`config.mk`:
```
export PLATFORM = sky130hd
export DESIGN_NAME = id_ex_reg
export DESIGN_NICKNAME = d
export VERILOG_FILES = /design/src/rtl/id_ex_reg_pkg.sv /design/src/rtl/id_ex_reg_entry.sv /design/src/rtl/id_ex_reg.sv
export SDC_FILE = /design/constraint.sdc
export NUM_CORES = 1
export LEC_CHECK = 0
export CAP_MARGIN = 20
export CORE_AREA = 3 3 192 194
export DETAILED_ROUTE_END_ITERATION = 6
export DIE_AREA = 0 0 195 197
export GPL_ROUTABILITY_DRIVEN = 0
export PLACE_DENSITY = 0.64
export RECOVER_POWER = 100
export REMOVE_ABC_BUFFERS = 1
export SYNTH_ARGS = -nofsm -noshare
export SYNTH_HDL_FRONTEND = slang
export SYNTH_SLANG_ARGS = --single-unit
```
`constraint.sdc`:
```
create_clock -name clk -period 2.54 [get_ports clk]
set_clock_uncertainty 0.15 [all_clocks]
set_input_delay 0.254 -clock clk [delete_from_list [all_inputs] [get_ports clk]]
set_output_delay 0.254 -clock clk [all_outputs]
set_load 0.05 [all_outputs]
```
`src/rtl/id_ex_reg_pkg.sv`:
```
// Shared types for the ID/EX pipeline register: widths, NOP encoding,
// FSM states and the decoded-instruction bundle.
package id_ex_reg_pkg;

  localparam int XLEN  = 64;
  localparam int ILEN  = 32;
  localparam int ALEN  = 64;
  localparam int RALEN = 5;

  localparam logic [ILEN-1:0] INST_NOP = 32'h0000_0013;

  typedef enum logic [1:0] {
    ST_EMPTY = 2'd0,
    ST_FULL  = 2'd1,
    ST_SKID  = 2'd2
  } state_e;

  typedef struct packed {
    logic [ILEN-1:0]  inst;
    logic [ALEN-1:0]  inst_addr;
    logic [XLEN-1:0]  op1;
    logic [XLEN-1:0]  op2;
    logic             reg_we;
    logic [RALEN-1:0] reg_waddr;
  } id_ex_t;

  // Bubbles reach the ALU as a canonical NOP with no side effects.
  function automatic id_ex_t id_ex_mask(
    input id_ex_t e,
    input logic   v
  );
    id_ex_t r;
    r      = '0;
    r.inst = INST_NOP;
    if (v) r = e;
    return r;
  endfunction

endpackage

```
`src/rtl/id_ex_reg_entry.sv`:
```
// One payload slot of the ID/EX register: load enable plus
// synchronous clear.
module id_ex_reg_entry
  import id_ex_reg_pkg::*;
(
  input  logic   clk,
  input  logic   rst_n,
  input  logic   clr,
  input  logic   load,
  input  id_ex_t d,
  output id_ex_t q
);

  always_ff @(posedge clk) begin
    if (!rst_n || clr) begin
      q <= '0;
    end else if (load) begin
      q <= d;
    end
  end

endmodule

```
`src/rtl/id_ex_reg.sv`:
```
// ID/EX pipeline register with stall, flush and stall counter.
// Define ID_EX_SKID_EN for a skid slot and registered in_ready.
module id_ex_reg
  import id_ex_reg_pkg::*;
(
  input  logic             clk,
  input  logic             rst_n,
  input  logic             flush,
  input  logic             in_valid,
  output logic             in_ready,
  input  logic [ILEN-1:0]  in_inst,
  input  logic [ALEN-1:0]  in_inst_addr,
  input  logic [XLEN-1:0]  in_op1,
  input  logic [XLEN-1:0]  in_op2,
  input  logic             in_reg_we,
  input  logic [RALEN-1:0] in_reg_waddr,
  output logic             out_valid,
  input  logic             out_ready,
  output logic [ILEN-1:0]  out_inst,
  output logic [ALEN-1:0]  out_inst_addr,
  output logic [XLEN-1:0]  out_op1,
  output logic [XLEN-1:0]  out_op2,
  output logic             out_reg_we,
  output logic [RALEN-1:0] out_reg_waddr,
  output logic [31:0]      stall_cnt
);

  state_e      state;
  state_e      state_nx;
  logic        valid;
  logic        in_xfer;
  logic        out_xfer;
  logic        main_ld;
  id_ex_t      in_e;
  id_ex_t      main_d;
  id_ex_t      main_q;
  id_ex_t      out_e;
  logic [31:0] stall_cnt_q;

  assign in_e.inst      = in_inst;
  assign in_e.inst_addr = in_inst_addr;
  assign in_e.op1       = in_op1;
  assign in_e.op2       = in_op2;
  assign in_e.reg_we    = in_reg_we;
  assign in_e.reg_waddr = in_reg_waddr;

  assign valid    = (state != ST_EMPTY);
  assign in_xfer  = in_valid & in_ready;
  assign out_xfer = valid & out_ready;

`ifdef ID_EX_SKID_EN

  logic   skid_ld;
  logic   in_ready_q;
  id_ex_t skid_q;

  assign in_ready = in_ready_q;

  always_comb begin
    state_nx = state;
    main_ld  = 1'b0;
    skid_ld  = 1'b0;
    main_d   = in_e;
    if (flush) begin
      state_nx = ST_EMPTY;
    end else begin
      unique case (state)
        ST_EMPTY: begin
          if (in_xfer) begin
            state_nx = ST_FULL;
            main_ld  = 1'b1;
          end
        end
        ST_FULL: begin
          unique case (1'b1)
            in_xfer && out_xfer: begin
              main_ld = 1'b1;
            end
            in_xfer && !out_xfer: begin
              state_nx = ST_SKID;
              skid_ld  = 1'b1;
            end
            !in_xfer && out_xfer: begin
              state_nx = ST_EMPTY;
            end
            default: ;
          endcase
        end
        ST_SKID: begin
          // in_ready is low here, so only a drain can happen.
          if (out_xfer) begin
            state_nx = ST_FULL;
            main_ld  = 1'b1;
            main_d   = skid_q;
          end
        end
        default: state_nx = ST_EMPTY;
      endcase
    end
  end

  always_ff @(posedge clk) begin
    if (!rst_n) begin
      state      <= ST_EMPTY;
      in_ready_q <= 1'b1;
    end else begin
      state      <= state_nx;
      in_ready_q <= (state_nx != ST_SKID);
    end
  end

  id_ex_reg_entry u_skid (
    .clk   (clk),
    .rst_n (rst_n),
    .clr   (flush),
    .load  (skid_ld),
    .d     (in_e),
    .q     (skid_q)
  );

`else

  assign in_ready = !valid | out_ready;
  assign main_d   = in_e;

  always_comb begin
    state_nx = state;
    main_ld  = 1'b0;
    if (flush) begin
      state_nx = ST_EMPTY;
    end else if (in_xfer) begin
      state_nx = ST_FULL;
      main_ld  = 1'b1;
    end else if (out_xfer) begin
      state_nx = ST_EMPTY;
    end
  end

  always_ff @(posedge clk) begin
    if (!rst_n) begin
      state <= ST_EMPTY;
    end else begin
      state <= state_nx;
    end
  end

`endif

  id_ex_reg_entry u_main (
    .clk   (clk),
    .rst_n (rst_n),
    .clr   (flush),
    .load  (main_ld),
    .d     (main_d),
    .q     (main_q)
  );

  always_ff @(posedge clk) begin
    if (!rst_n) begin
      stall_cnt_q <= '0;
    end else if (valid && !out_ready) begin
      stall_cnt_q <= stall_cnt_q + 32'd1;
    end
  end

  assign out_e = id_ex_mask(main_q, valid);

  assign out_valid     = valid;
  assign out_inst      = out_e.inst;
  assign out_inst_addr = out_e.inst_addr;
  assign out_op1       = out_e.op1;
  assign out_op2       = out_e.op2;
  assign out_reg_we    = out_e.reg_we;
  assign out_reg_waddr = out_e.reg_waddr;
  assign stall_cnt     = stall_cnt_q;

endmodule

```
==> impl_metrics.json, run 1 <==
{
  "worst_pin_slew_ns": 0.895,
  "post-route-period-util_pct": 94.0,
  "pin_count": 499,
  "syn-instance-count": 1448,
  "worstHoldEndpoint": "u_main.q[124]$_SDFFE_PP0P_",
  "grt_antenna_before_repair": 5,
  "rows": 69,
  "finalSetupViolCount": 0,
  "slowest_delay_ns": 0.45,
  "worstPathMaxFanout": 134,
  "reg2reg_to": "stall_cnt[23]$_SDFFE_PN0P_",
  "synth_compound_area_share_pct": 12.4,
  "grt_max_degree": 135,
  "slew_viol_final": 0,
  "fin_nets": 2156,
  "viasPerCell": 4.66,
  "cap_violations": 0,
  "synth-async-reset-ratio_pct": 0,
  "cts.sink_count": 263,
  "avgRoutedWirePerCell_um": 16.4,
  "critPathBufInv": 2,
  "critPathTopFamily": "buffers and inverters",
  "netlist_area_um2": 10900,
  "hold-worst-slack_ns": 0.0934,
  "avgSynthCellArea_um2": 7.56,
  "ir_worst_vdd_uv": 448,
  "synth_edf_count": 0,
  "grt_pass1_wl_um": 61200,
  "ys.flop_type": "dfxtp_1",
  "ys_types": 35,
  "post_cts_buffers": 0,
  "drt_iter0_drc": 510,
  "drive_gt1_share_pct": 16.9,
  "grt_pass1_vias": 10900,
  "critPathLaunchType": "flop",
  "synth_mux_area_share_pct": 0.457,
  "path_cells": "buf_12, nand2b_1, dlygate4sd2_1",
  "grt_overflow": 0,
  "clockRootBuffer": "clkbuf_16",
  "synth_xor_area_share_pct": 0.720,
  "yosys_warnings": 0,
  "cts_tree": "done",
  "worstSetupPathType": "reg2out",
  "die_w_um": 195,
  "clkTransAtPathRegs_ns": 0.06,
  "numCtsBuffers": 31,
  "hold_path.class": "in2reg",
  "insertion_delay_ns": 0.55,
  "core-area_um2": 35400,
  "place_hpwl_um": 29100,
  "ys_seq_elements": 263,
  "synth_top_family_by_area": "simple AND/OR/NAND/NOR gates",
  "reg2reg_slack_ns": 0.19,
  "vias": 11200,
  "worstPathRequired_ns": 2.14,
  "finalCriticalPeriod_ns": 2.39,
  "cts_max_path_buffers": 3,
  "drt-pass1-iter-count": 5,
  "reg2regPathDepth": 4,
  "fmax_ghz": 0.419,
  "yosys.area_share.simple_pct": 33.9,
  "rsz0062_at_grt": "false",
  "fillers": 3326,
  "hp-start": "in_op1[54]",
  "routed_wl_um": 39500,
  "synth_fa_ha_area_share_pct": 0.114,
  "slew_headroom_pct": 40.3,
  "power_leakage_nw": 7.13,
  "htreeDepth": 1,
  "hold_viol": 0,
  "die_y_um": 197,
  "ant_nets": 0,
  "drcViolationCount": 0,
  "status": "completed",
  "die_area_um2": 38400,
  "grt_usage_pct": 19.5,
  "syn2layout_area_growth_pct": 68.2,
  "worst_path_max_delay_cell": "dlygate4sd2_1",
  "initial_core_util_pct": 30.9,
  "numPortBuffers": 498,
  "arrival_ns": 1.98,
  "end_kind": "output port",
  "setup_tns_ns": 0,
  "power_density_nw_per_um2": 535,
  "whs_path_depth": 3,
  "synth.yosys.seq_area_share_pct": 48.1,
  "r2r_start": "stall_cnt[4]$_SDFFE_PN0P_"
}
-- area by class of cell --
cell class	count	area, um2	area share, %
clock buffer	48	920	5.00
tap	461	577	3.13
antenna	5	12.5	0.0680
inverter	7	26.3	0.143
timing repair buffer	552	6300	34.2
multi-input combinational	1065	5200	28.2
sequential	263	5270	28.6
clock inverter	9	101	0.551
-- worst max path at each step --
stage	startpoint	end	slack (ns)	depth (start not counted)
floorplan	state[0]$_SDFFE_PP0P_	u_main.q[0]$_SDFFE_PP0P_	-5.36	5
global placement	out_ready	stall_cnt[14]$_SDFFE_PN0P_	0.06	6
detailed placement	out_ready	stall_cnt[20]$_SDFFE_PN0P_	0.05	6
CTS	state[0]$_SDFFE_PP0P_	out_inst[1]	0.14	3
global route	state[0]$_SDFFE_PP0P_	u_main.q[187]$_SDFFE_PP0P_	0.05	7
finish	state[0]$_SDFFE_PP0P_	out_inst[0]	0.15	3
-- stage by stage --
step / power (mW) / util [%] / cell area [um2] / instances / setup slack (ns)
after global routing: 10.2 / 52.0 / 18400 / 2410 / 0.0477
final: 9.84 / 52.0 / 18400 / 2410 / 0.151
after CTS: 10.0 / 52.7 / 18600 / 2405 / 0.139
after detailed placement: 5.54 / 49.8 / 17600 / 2348 / 0.0544
after global placement: 5.53 / 49.8 / 17600 / 2348 / 0.0638
after floorplan: 4.87 / - / 10500 / 1335 / -5.36
-- synthesized netlist by cell type (2+ instances only) --
cell type  count  area share (%)
nand2b_1       8            0.46
nor4_1         4            0.23
inv_1          6            0.21
nor3_1         2           0.091
or3_1          6            0.34
and2_1       228              13
xor2_1         3            0.24
a21oi_1      248              11
mux2i_1        5            0.46
buf_1          2           0.069
or4_1         16             1.1
dfxtp_1      263              48
o31ai_1       11            0.75
clkbuf_1     107             3.7
o21ai_0        5            0.23
xnor2_1        6            0.48
buf_2          2           0.091
nand4_1        7            0.40
nand2_1      480              16
nand3_1       10            0.46
nor2_1        15            0.51
-- layer usage --
| layer | track usage (%) | share of wire (%) |
|---|---|---|
| met5 | 0 | 0 |
| met3 | 5.42 | 7.8 |
| met2 | 34.0 | 49 |
| met1 | 23.5 | 40 |
| met4 | 5.99 | 2.6 |
-- cells by family (layout without fill, tap and decap cells) --
logic type,count (synthesis),count (layout)
buffers and inverters,120,616
and+or+nand+nor,785,785
AOI/OAI and AO/OA,265,265
xor gates and xnor gates,9,9
DFF,263,263
adders and majority gates,1,1
other,0,5
muxes,5,5
-- worst reg2reg max path: cells and delay by family (launching register included) --
family / cells / cell delay (ns)
AO/OA/AOI/OAI: 1 / 0.15
flip-flops: 1 / 0.45
AND/OR/NAND/NOR: 3 / 1.53
-- registers in the layout, summed over array words and instances, names as in the netlist --
signal,cells
u_main.q,230
stall_cnt,32
state,1
-- layout by cell type (no fill, tap or decap), drive strengths merged, types with 2 or more instances in the layout --
| master | instances |
|---|---|
| and2 | 228 |
| inv | 6 |
| diode | 5 |
| clkbuf | 111 |
| mux2i | 5 |
| nand2 | 480 |
| nor3 | 2 |
| o31ai | 11 |
| dfxtp | 263 |
| dlygate4sd2 | 3 |
| a21oi | 248 |
| clkdlybuf4s50 | 234 |
| buf | 220 |
| clkinv | 7 |
| nand2b | 8 |
| nand4 | 8 |
| xor2 | 3 |
| nor4 | 4 |
| nand3 | 10 |
| or4 | 16 |
| or3 | 6 |
| xnor2 | 6 |
| nor2 | 15 |
| o21ai | 5 |
| dlygate4sd3 | 32 |
| bufinv | 2 |
-- power breakdown --
group / internal (mW) / leakage, nW / switching, mW
Sequential: 4.24 / 2.14 / 0.0508
Combinational: 0.564 / 4.49 / 0.558
Clock: 2.67 / 0.502 / 1.75
-- timing repair --
item | 4_1_cts | 5_1_grt
endpoints found under the setup margin | 3 | 0
gates resized for setup | 3 | 0
hold buffers | 0 | 0
No activity file was read; power rests on OpenSTA's default activity.
==> run 2: changes to the inputs <==
--- a/config.mk
+++ b/config.mk
@@ -13,6 +13,7 @@
 export PLACE_DENSITY = 0.64
 export RECOVER_POWER = 100
 export REMOVE_ABC_BUFFERS = 1
+export SLEW_MARGIN = 20
 export SYNTH_ARGS = -nofsm -noshare
 export SYNTH_HDL_FRONTEND = slang
 export SYNTH_SLANG_ARGS = --single-unit
==> results of run 2 <==
Final layout, timing and power as in run 1 (identical DEF).
==> run 3: changes to the inputs <==
==> constraint.sdc (replaced) <==
create_clock -name clk -period 2.5 [get_ports clk]
set_clock_uncertainty 0.15 [all_clocks]
set_input_delay 0.25 -clock clk [delete_from_list [all_inputs] [get_ports clk]]
set_output_delay 0.25 -clock clk [all_outputs]
set_load 0.05 [all_outputs]
==> run 3 against run 2 <==
Utilization decreased by 0.69 points. Via count decreased by 0.97%. Sequential power increased by 2%. Total power decreased by 1.2%. Die area unchanged. Clock power decreased by 4%. First-iteration DRC count increased by 9.2%. Final cell count decreased by 0.41%. Design area decreased by 1.3%. Global-route usage decreased by 0.12 points. Critical path depth increased by 1. Worst hold slack improved by 0.0068 ns.
==> impl_metrics.json, run 3 (synthesis results as in run 1) <==
{
  "grt_antenna_before_repair": 3,
  "total_power_mw": 9.72,
  "slowest_delay_ns": 0.39,
  "clockRootBuffer": "clkbuf_16",
  "numCtsBuffers": 30,
  "worstPathRequired_ns": 2.10,
  "reg2reg_slack_ns": 0.15,
  "busiest_layer": "met2",
  "ir_worst_vdd_uv": 500,
  "cts_max_path_buffers": 3,
  "power_leakage_nw": 7.07,
  "place_hpwl_um": 29000,
  "vias": 11100,
  "worst_path_max_delay_cell": "dfxtp_4",
  "die_w_um": 195,
  "fmax_ghz": 0.420,
  "drive_gt1_share_pct": 16.5,
  "grt_pass1_vias": 10600,
  "cts.sink_count": 263,
  "die_area_um2": 38400,
  "final_common_cell": "nand2_1",
  "grt_overflow": 0,
  "finalCriticalPeriod_ns": 2.38,
  "pin_count": 499,
  "clkTransAtPathRegs_ns": 0.06,
  "fin_nets": 2152,
  "cap_violations": 0,
  "viasPerCell": 4.63,
  "critPathTopFamily": "buffers and inverters",
  "finalSetupViolCount": 0,
  "htreeDepth": 1,
  "critPathLaunchType": "flop",
  "numPortBuffers": 498,
  "routed_wl_um": 39600,
  "grt_use_met1_pct": 23.5,
  "met3_usage_pct": 5.42,
  "rows": 69,
  "hold_path.class": "in2reg",
  "worstSetupPathType": "reg2out",
  "grt_usage_pct": 19.4,
  "cts_tree": "done",
  "worst_pin_slew_ns": 0.910,
  "path_cells": "buf_6, buf_8, and2_0, buf_12",
  "grt_pass1_wl_um": 60700,
  "ant_nets": 0,
  "fin_util_pct": 51.3,
  "drt-pass1-iter-count": 5,
  "arrival_ns": 1.98,
  "end_kind": "output port",
  "syn2layout_area_growth_pct": 66.0,
  "status": "completed",
  "grt_max_degree": 135,
  "mostFrequentLayoutCells": "nand2_1, dfxtp_1, a21oi_1",
  "worstPathMaxFanout": 58,
  "largest_reg_flops": 230,
  "post-route-period-util_pct": 95.3,
  "initial_core_util_pct": 30.9,
  "power_density_nw_per_um2": 535,
  "insertion_delay_ns": 0.54,
  "slew_headroom_pct": 39.3,
  "fillers": 3383,
  "rsz0062_at_grt": "false",
  "holdBufCountCts": 0,
  "slew_viol_final": 0,
  "largest_register": "u_main.q",
  "critPathBufInv": 3,
  "hold_viol": 0,
  "drt_iter0_drc": 557,
  "core-area_um2": 35400,
  "grtUsageMet2_pct": 34.0,
  "die_y_um": 197,
  "drcViolationCount": 0,
  "avgRoutedWirePerCell_um": 16.5
}
## run 3: changes by cell type in the layout (fill, tap and decap cells not counted), sizes merged
cell,previous run,this run
clkinv,7,3
clkbuf,111,108
diode,5,3
buf,220,221
bufinv,2,1
clkdlybuf4s50,234,233
clkinvlp,1,0
dlygate4sd3,32,33
## run 3: timing repair
item	4_1_cts	5_1_grt
setup buffers	0	0
endpoints found under the hold margin	0	0
resized for setup	6	0
endpoints found under the setup margin	61	0
## run 3: per-layer routing
layer | vias up | wire length (um) | share of wire, %
met2 | 354 | 19600 | 50
met3 | 59 | 3070 | 7.8
met1 | 5119 | 15800 | 40
met4 | 0 | 1110 | 2.8
li1 | 5588 | - | -
met5 | - | 0 | 0
## run 3: worst paths after layout
| path | start | to | depth (start not counted) |
|---|---|---|---|
| min reg2reg | u_main.q[103]$_SDFFE_PP0P_ | u_main.q[103]$_SDFFE_PP0P_ | 2 |
| max reg2reg | stall_cnt[0]$_SDFFE_PN0P_ | stall_cnt[26]$_SDFFE_PN0P_ | 5 |
| max | state[0]$_SDFFE_PP0P_ | out_inst_addr[23] | 4 |
| min | in_op2[18] | u_main.q[24]$_SDFFE_PP0P_ | 3 |
## run 3: power by group
| part | internal, mW | switching [mW] |
|---|---|---|
| sequential | 4.31 | 0.0516 |
| clock | 2.54 | 1.70 |
| combinational | 0.559 | 0.565 |
## run 3: final cells by class
class | count | area (um2) | share of cell area, %
Multi-Input combinational cell | 1065 | 5200 | 28.7
Antenna cell | 3 | 7.51 | 0.0413
Clock buffer | 49 | 903 | 4.97
Sequential cell | 263 | 5270 | 29.0
Inverter | 7 | 26.3 | 0.145
Tap cell | 461 | 577 | 3.18
Clock inverter | 3 | 40.0 | 0.220
Timing Repair Buffer | 549 | 6130 | 33.8
## run 3: worst reg2reg max path: cells and delay by family, from the launching register on
kind	cells	cell delay [ns]
compound gates	1	0.17
fa+ha+maj	1	0.22
flops	1	0.34
simple gates	3	1.40
## run 3: through the flow
stage / worst slack (ns) / instance area, um2 / instances / TNS (ns) / hold WS (ns)
after floorplan: -5.40 / 10500 / 1335 / -1659.00 / 0.221
after global placement: 0.0305 / 17500 / 2345 / 0 / 0.287
after detailed placement: -0.0207 / 17500 / 2345 / -0.0427 / 0.292
after CTS: 0.0751 / 18500 / 2397 / 0 / 0.0677
after global routing: 0.00240 / 18200 / 2400 / 0 / 0.0782
final: 0.117 / 18200 / 2400 / 0 / 0.100
